[src/rtl/alu_pkg.sv]
`default_nettype none
// ============================================================================
//  Module   : alu_pkg
//  Brief    : Opcode/funct constants and instruction field layout shared by
//             the decode stage and the ALU.
//  Revision : 1.0 - initial release
// ============================================================================
package alu_pkg;

    localparam logic [5:0] OP_RTYPE = 6'b000000;
    localparam logic [5:0] OP_ADDI  = 6'b001000;

    localparam logic [5:0] F_ADD = 6'b100000;
    localparam logic [5:0] F_SUB = 6'b100010;
    localparam logic [5:0] F_AND = 6'b100100;
    localparam logic [5:0] F_OR  = 6'b100101;
    localparam logic [5:0] F_SLL = 6'b000000;
    localparam logic [5:0] F_SRL = 6'b000010;

    // MIPS-style field split; for I-type the low three fields form imm[15:0]
    typedef struct packed {
        logic [5:0] op;
        logic [4:0] rs;
        logic [4:0] rt;
        logic [4:0] rd;
        logic [4:0] shamt;
        logic [5:0] funct;
    } instr_t;

endpackage
`default_nettype wire

[src/rtl/reg_file.sv]
`default_nettype none
// ============================================================================
//  Module   : reg_file
//  Brief    : REG_CNT x DATA_W register file, two combinational read ports,
//             one synchronous write port, R[0] reads as zero.
//             Build option WB_BYPASS_EN: a read whose index matches the write
//             in the same cycle returns the write data (write-through).
//  Revision : 1.0 - initial release
// ============================================================================
module reg_file #(
    parameter int DATA_W  = 32,
    parameter int REG_CNT = 32,
    parameter int AW      = $clog2(REG_CNT)
) (
    input  logic              clk,
    input  logic              rst_n,
    input  logic [AW-1:0]     ra_addr,
    output logic [DATA_W-1:0] ra_data,
    input  logic [AW-1:0]     rb_addr,
    output logic [DATA_W-1:0] rb_data,
    input  logic              wr_en,
    input  logic [AW-1:0]     wr_addr,
    input  logic [DATA_W-1:0] wr_data
);

    logic [DATA_W-1:0] regs_q [REG_CNT];
    logic [DATA_W-1:0] regs_d [REG_CNT];
    logic              wr_live;

    // Index 0 is never written, so its storage stays at the reset value
    assign wr_live = wr_en && (wr_addr != '0);

    // Next-state of the array: only the addressed entry changes
    always_comb begin
        for (int i = 0; i < REG_CNT; i++) begin
            regs_d[i] = regs_q[i];
        end
        if (wr_live) begin
            regs_d[wr_addr] = wr_data;
        end
    end

    // Storage, cleared asynchronously
    always_ff @(posedge clk or negedge rst_n) begin
        if (!rst_n) begin
            for (int i = 0; i < REG_CNT; i++) begin
                regs_q[i] <= '0;
            end
        end else begin
            for (int i = 0; i < REG_CNT; i++) begin
                regs_q[i] <= regs_d[i];
            end
        end
    end

    // Read ports: R[0] forced to zero, optional same-cycle forwarding of the write
    always_comb begin
        ra_data = (ra_addr == '0) ? '0 : regs_q[ra_addr];
        rb_data = (rb_addr == '0) ? '0 : regs_q[rb_addr];
`ifdef WB_BYPASS_EN
        if (wr_live && (wr_addr == ra_addr)) begin
            ra_data = wr_data;
        end
        if (wr_live && (wr_addr == rb_addr)) begin
            rb_data = wr_data;
        end
`endif
    end

endmodule
`default_nettype wire

[src/rtl/decode_stage.sv]
`default_nettype none
// ============================================================================
//  Module   : decode_stage
//  Brief    : Instruction decode ahead of the ALU. Decodes R-type
//             (add/sub/and/or/sll/srl) and ADDI, reads operands from the
//             internal register file and holds the ALU inputs in a single
//             valid/ready pipeline register. Owns the writeback port.
//             Build option WB_BYPASS_EN: writeback data forwarded to operands
//             read in the same cycle (see reg_file).
//  Revision : 1.0 - initial release
// ============================================================================
module decode_stage
    import alu_pkg::*;
#(
    parameter int DATA_W  = 32,
    parameter int REG_CNT = 32
) (
    input  logic              clk,
    input  logic              rst_n,
    input  logic              in_valid,
    output logic              in_ready,
    input  logic [31:0]       in_instr,
    input  logic              flush,
    output logic              out_valid,
    input  logic              out_ready,
    output logic [DATA_W-1:0] out_a,
    output logic [DATA_W-1:0] out_b,
    output logic [5:0]        out_func,
    output logic              out_alusrc,
    output logic [4:0]        out_rd,
    output logic              out_illegal,
    input  logic              wb_en,
    input  logic [4:0]        wb_addr,
    input  logic [DATA_W-1:0] wb_data
);

    localparam int AW = $clog2(REG_CNT);

    instr_t            f;
    logic [15:0]       imm;
    logic [DATA_W-1:0] rs_data;
    logic [DATA_W-1:0] rt_data;
    logic              accept;

    logic [DATA_W-1:0] dec_a;
    logic [DATA_W-1:0] dec_b;
    logic [5:0]        dec_func;
    logic              dec_alusrc;
    logic [4:0]        dec_rd;
    logic              dec_illegal;

    logic              valid_q,   valid_d;
    logic [DATA_W-1:0] a_q,       a_d;
    logic [DATA_W-1:0] b_q,       b_d;
    logic [5:0]        func_q,    func_d;
    logic              alusrc_q,  alusrc_d;
    logic [4:0]        rd_q,      rd_d;
    logic              illegal_q, illegal_d;

    assign f   = instr_t'(in_instr);
    assign imm = {f.rd, f.shamt, f.funct};

    reg_file #(
        .DATA_W  (DATA_W),
        .REG_CNT (REG_CNT),
        .AW      (AW)
    ) u_reg_file (
        .clk     (clk),
        .rst_n   (rst_n),
        .ra_addr (f.rs[AW-1:0]),
        .ra_data (rs_data),
        .rb_addr (f.rt[AW-1:0]),
        .rb_data (rt_data),
        .wr_en   (wb_en),
        .wr_addr (wb_addr[AW-1:0]),
        .wr_data (wb_data)
    );

    // The slot can take a new instruction when empty or draining this cycle
    assign in_ready = !valid_q || out_ready;
    assign accept   = in_valid && in_ready;

    // Field decode; anything unrecognised becomes an illegal bubble with zeroed operands
    always_comb begin
        dec_a       = '0;
        dec_b       = '0;
        dec_func    = f.funct;
        dec_alusrc  = 1'b0;
        dec_rd      = '0;
        dec_illegal = 1'b1;
        case (f.op)
            OP_RTYPE: begin
                case (f.funct)
                    F_ADD, F_SUB, F_AND, F_OR: begin
                        dec_a       = rs_data;
                        dec_b       = rt_data;
                        dec_rd      = f.rd;
                        dec_alusrc  = 1'b1;
                        dec_illegal = 1'b0;
                    end
                    F_SLL, F_SRL: begin
                        dec_a       = rt_data;
                        dec_b       = {{(DATA_W-5){1'b0}}, f.shamt};
                        dec_rd      = f.rd;
                        dec_alusrc  = 1'b1;
                        dec_illegal = 1'b0;
                    end
                    default: ;
                endcase
            end
            OP_ADDI: begin
                dec_a       = rs_data;
                dec_b       = {{(DATA_W-16){imm[15]}}, imm};
                dec_func    = F_ADD;
                dec_rd      = f.rt;
                dec_alusrc  = 1'b1;
                dec_illegal = 1'b0;
            end
            default: ;
        endcase
    end

    // Pipeline register next-state: load on accept, otherwise drop on transfer or flush, else hold
    always_comb begin
        valid_d   = valid_q;
        a_d       = a_q;
        b_d       = b_q;
        func_d    = func_q;
        alusrc_d  = alusrc_q;
        rd_d      = rd_q;
        illegal_d = illegal_q;
        if (accept) begin
            // A flush in the same cycle only kills the old entry, so the new one still loads
            valid_d   = 1'b1;
            a_d       = dec_a;
            b_d       = dec_b;
            func_d    = dec_func;
            alusrc_d  = dec_alusrc;
            rd_d      = dec_rd;
            illegal_d = dec_illegal;
        end else if (flush || (valid_q && out_ready)) begin
            valid_d = 1'b0;
        end
    end

    // Pipeline register, asynchronously cleared
    always_ff @(posedge clk or negedge rst_n) begin
        if (!rst_n) begin
            valid_q   <= 1'b0;
            a_q       <= '0;
            b_q       <= '0;
            func_q    <= '0;
            alusrc_q  <= 1'b0;
            rd_q      <= '0;
            illegal_q <= 1'b0;
        end else begin
            valid_q   <= valid_d;
            a_q       <= a_d;
            b_q       <= b_d;
            func_q    <= func_d;
            alusrc_q  <= alusrc_d;
            rd_q      <= rd_d;
            illegal_q <= illegal_d;
        end
    end

    assign out_valid   = valid_q;
    assign out_a       = a_q;
    assign out_b       = b_q;
    assign out_func    = func_q;
    assign out_alusrc  = alusrc_q;
    assign out_rd      = rd_q;
    assign out_illegal = illegal_q;

endmodule
`default_nettype wire

[config.mk]
export PLATFORM = sky130hd
export DESIGN_NAME = decode_stage
export DESIGN_NICKNAME = d
export VERILOG_FILES = /design/src/rtl/alu_pkg.sv /design/src/rtl/reg_file.sv /design/src/rtl/decode_stage.sv
export SDC_FILE = /design/constraint.sdc
export NUM_CORES = 2
export LEC_CHECK = 0
export CORE_UTILIZATION = 25
export CTS_CLUSTER_SIZE = 25
export DETAILED_ROUTE_END_ITERATION = 6
export SYNTH_ARGS = -nofsm -noshare
export SYNTH_HDL_FRONTEND = slang
export SYNTH_SLANG_ARGS = --single-unit
[constraint.sdc]
create_clock -name clk -period 3.9 [get_ports clk]
set_clock_uncertainty 0.15 [all_clocks]
set_input_delay 0.975 -clock clk [delete_from_list [all_inputs] [get_ports clk]]
set_output_delay 0.975 -clock clk [all_outputs]
set_load 0.01 [all_outputs]
==> results.py <==
metrics = {
    "flow_run": {
        "max_cap_violations": 0,
    },
    "clock_network": {
        "clk_pin_slew_worst_paths_ns": 0.06,
        "cts-hold-fix-buffers": 0,
        "post_cts.repair.setup_buffers": 0,
        "cts_tree": "yes",
        "cts_max_path_buffers": 3,
        "post_cts_resized": 0,
        "htree_levels": 3,
        "insertion_delay_ns": 0.74,
        "cts_root_buffer": "clkbuf_16",
        "clock_sinks": 1102,
        "cts_buffers": 108,
    },
    "critical_path": {
        "crit_path_max_fanout": 5,
        "crit_arrival_ns": 2.43,
        "cp-end-kind": "output pin",
        "worst_setup_path_start_kind": "input pin",
        "required_ns": 2.77,
        "worstSetupPathType": "input pin to output pin",
    },
    "logic_synthesis": {
        "synth-seq-area-share": 0.476,
        "synth.distinct_cells": 56,
        "yosysMostFrequentCell": "mux2_2",
        "synth_edf_count": 0,
        "ys_warn_count": 0,
        "ys_ff_latch": 1102,
        "async_flop_share": 1.00,
        "synthTopCellsByCount": "mux2_2, dfrtp_1, mux4_2",
        "netlist_top_cells_area": "dfrtp_1, mux2_2, mux4_2",
        "ys.flop_type": "dfrtp_1",
        "syn_area_per_cell_um2": 14.7,
        "synth_area_um2": 58000,
        "synth_top_area_frac": 0.476,
        "postSynthCellCount": 3950,
        "synth_top_area_cell": "dfrtp_1",
        "synth_fp_nets": 4025,
    },
    "floorplan": {
        "fp.dieW_um": 484,
        "die_y_um": 484,
        "pin_count": 154,
        "initial_utilization": 0.252,
        "rows": 176,
        "core_area_um2": 230000,
        "dieArea_um2": 234000,
    },
    "pwr": {
        "power_density_nw_per_um2": 482,
        "p_seq_frac": 0.459,
        "swShare": 0.272,
        "peakVddDrop_mv": 0.352,
        "p_comb_frac": 0.199,
        "power_w": 0.0328,
        "power_frac_clock": 0.341,
        "switching_power_w": 0.00894,
        "p_leak_nw": 28.6,
        "p_int_w": 0.0239,
    },
    "cells_and_area": {
        "nets": 4095,
        "areaGrowthSynthToFinish_pct": 17.4,
        "final_layout_size_suffix_gt1_frac": 0.512,
    },
    "routing": {
        "drtIter0Drc": 3774,
        "drtAntennaViolNets": 0,
        "routed_wl_mm": 200,
        "wl_per_cell_um": 28.0,
        "drc": 0,
        "via_count": 38274,
        "vias_per_cell": 5.36,
        "dr.pass1.iters": 6,
    },
    "timing": {
        "fmax_ghz": 0.281,
        "setup-violations-final": 0,
        "period_needed_ns": 3.55,
        "max-slew-margin-rel": 0.194,
        "slew_viol_final": 0,
        "fin_crit_sh": 0.911,
        "tightest_slew_ns": 1.20,
        "hold_viol": 0,
        "rsz0062_at_grt": "false",
        "setup_ws_ns": 0.346,
    },
    "grt": {
        "grt_pass1_wl_mm": 291,
        "grt_max_degree": 99,
        "antenna_found_initial": 17,
        "gr-total-overflow": 0,
        "grt_usage": 0.168,
        "first_global_vias": 39753,
    },
    "min_path": {
        "min_path_type": "input pin to async pin",
    },
    "placement": {
        "place_congestion": 0.826,
        "hpwl_mm": 126,
        "io_buffer_count": 153,
        "place_ws_ns": -0.0850,
    },
    "run_status": {
        "status": "completed",
    },
}
[cell families (layout without fill, tap and decap cells)]
kind of cell,count (synthesis),count (layout),share of synthesized area
mux,1743,1743,0.418
simple gates,272,272,0.0214
flops,1102,1102,0.476
other cells,0,8,0
buf+inv,438,598,0.0355
compound gates,395,395,0.0492
[sequential cells by signal, summed over array words and instances, names as in the netlist]
register and flops:
out_illegal 1, out_alusrc 1, out_func 6, out_rd 5, out_valid 1, out_a 32, u_reg_file.regs_q 1024, out_b 32
[through the flow]
step / utilization / area, um2 / cells / hold slack, ns / setup TNS [ns]
finish: 0.295 / 68100 / 7144 / 0.0732 / 0
global route: 0.295 / 68100 / 7143 / 0.0658 / 0
CTS: 0.295 / 68000 / 7136 / 0.0556 / 0
detailed placement: 0.279 / 64300 / 6936 / 0.232 / -1.79
global placement: 0.279 / 64300 / 6936 / 0.226 / -4.00
floorplan: - / 58000 / 3950 / 0.291 / 0
[path summary, 6_finish.rpt]
path | start | to | slack [ns] | depth (start not counted)
max | out_ready | in_ready | 0.35 | 3
min reg2reg | u_reg_file.regs_q[1001] | u_reg_file.regs_q[1001] | 0.25 | 0
max reg2reg | out_valid | out_a[15] | 1.47 | 8
min | rst_n | u_reg_file.regs_q[69] | 0.07 | 1
max in group asynchronous | rst_n | u_reg_file.regs_q[340] | 2.28 | 2
min in group clk | u_reg_file.regs_q[1001] | u_reg_file.regs_q[1001] | 0.25 | 0
[per-layer routing]
layer  global-route usage  up-vias  share of wire
li1                     -    15365              -
met1                0.235    21040           0.44
met2                0.261     1540           0.46
met3               0.0324      323          0.069
met4               0.0550        6          0.031
met5                    0        -        0.00018
[power by group through the flow]
| stage | Combinational [W] | Clock (W) | Sequential, W |
|---|---|---|---|
| floorplan | 0.00488 | 0 | 0.0146 |
| global placement | 0.00641 | 0 | 0.0151 |
| detailed placement | 0.00653 | 0 | 0.0152 |
| CTS | 0.00656 | 0.0114 | 0.0150 |
| global route | 0.00699 | 0.0118 | 0.0153 |
| finish | 0.00654 | 0.0112 | 0.0151 |
[worst max-delay path, cell delays in order]
cell and delay, ns:
clkdlybuf4s50_1 0.45, nand2b_1 0.38, clkdlybuf4s50_1 0.63
[layout make-up]
| class | count | area, um2 |
|---|---|---|
| well taps | 3026 | 3790 |
| inverters | 4 | 15.0 |
| clock inverters | 44 | 569 |
| repair buffers | 394 | 4350 |
| diodes | 8 | 20.0 |
| fillers | 23022 | 162000 |
| multi-input cells | 2410 | 28600 |
| flip-flops and latches | 1102 | 27600 |
| clock buffers | 156 | 3160 |
[placed cells by master (no fill, tap or decap), drive strengths merged, types with 37 or more instances in the layout]
master,n
mux2,1219
nand3,37
o211ai,97
nand2,151
o22ai,43
mux4,413
a221oi,48
nor2,46
mux2i,111
buf,250
clkdlybuf4s50,143
o21ai,62
dfrtp,1102
clkbuf,157
(Power assumes the default switching activity.)
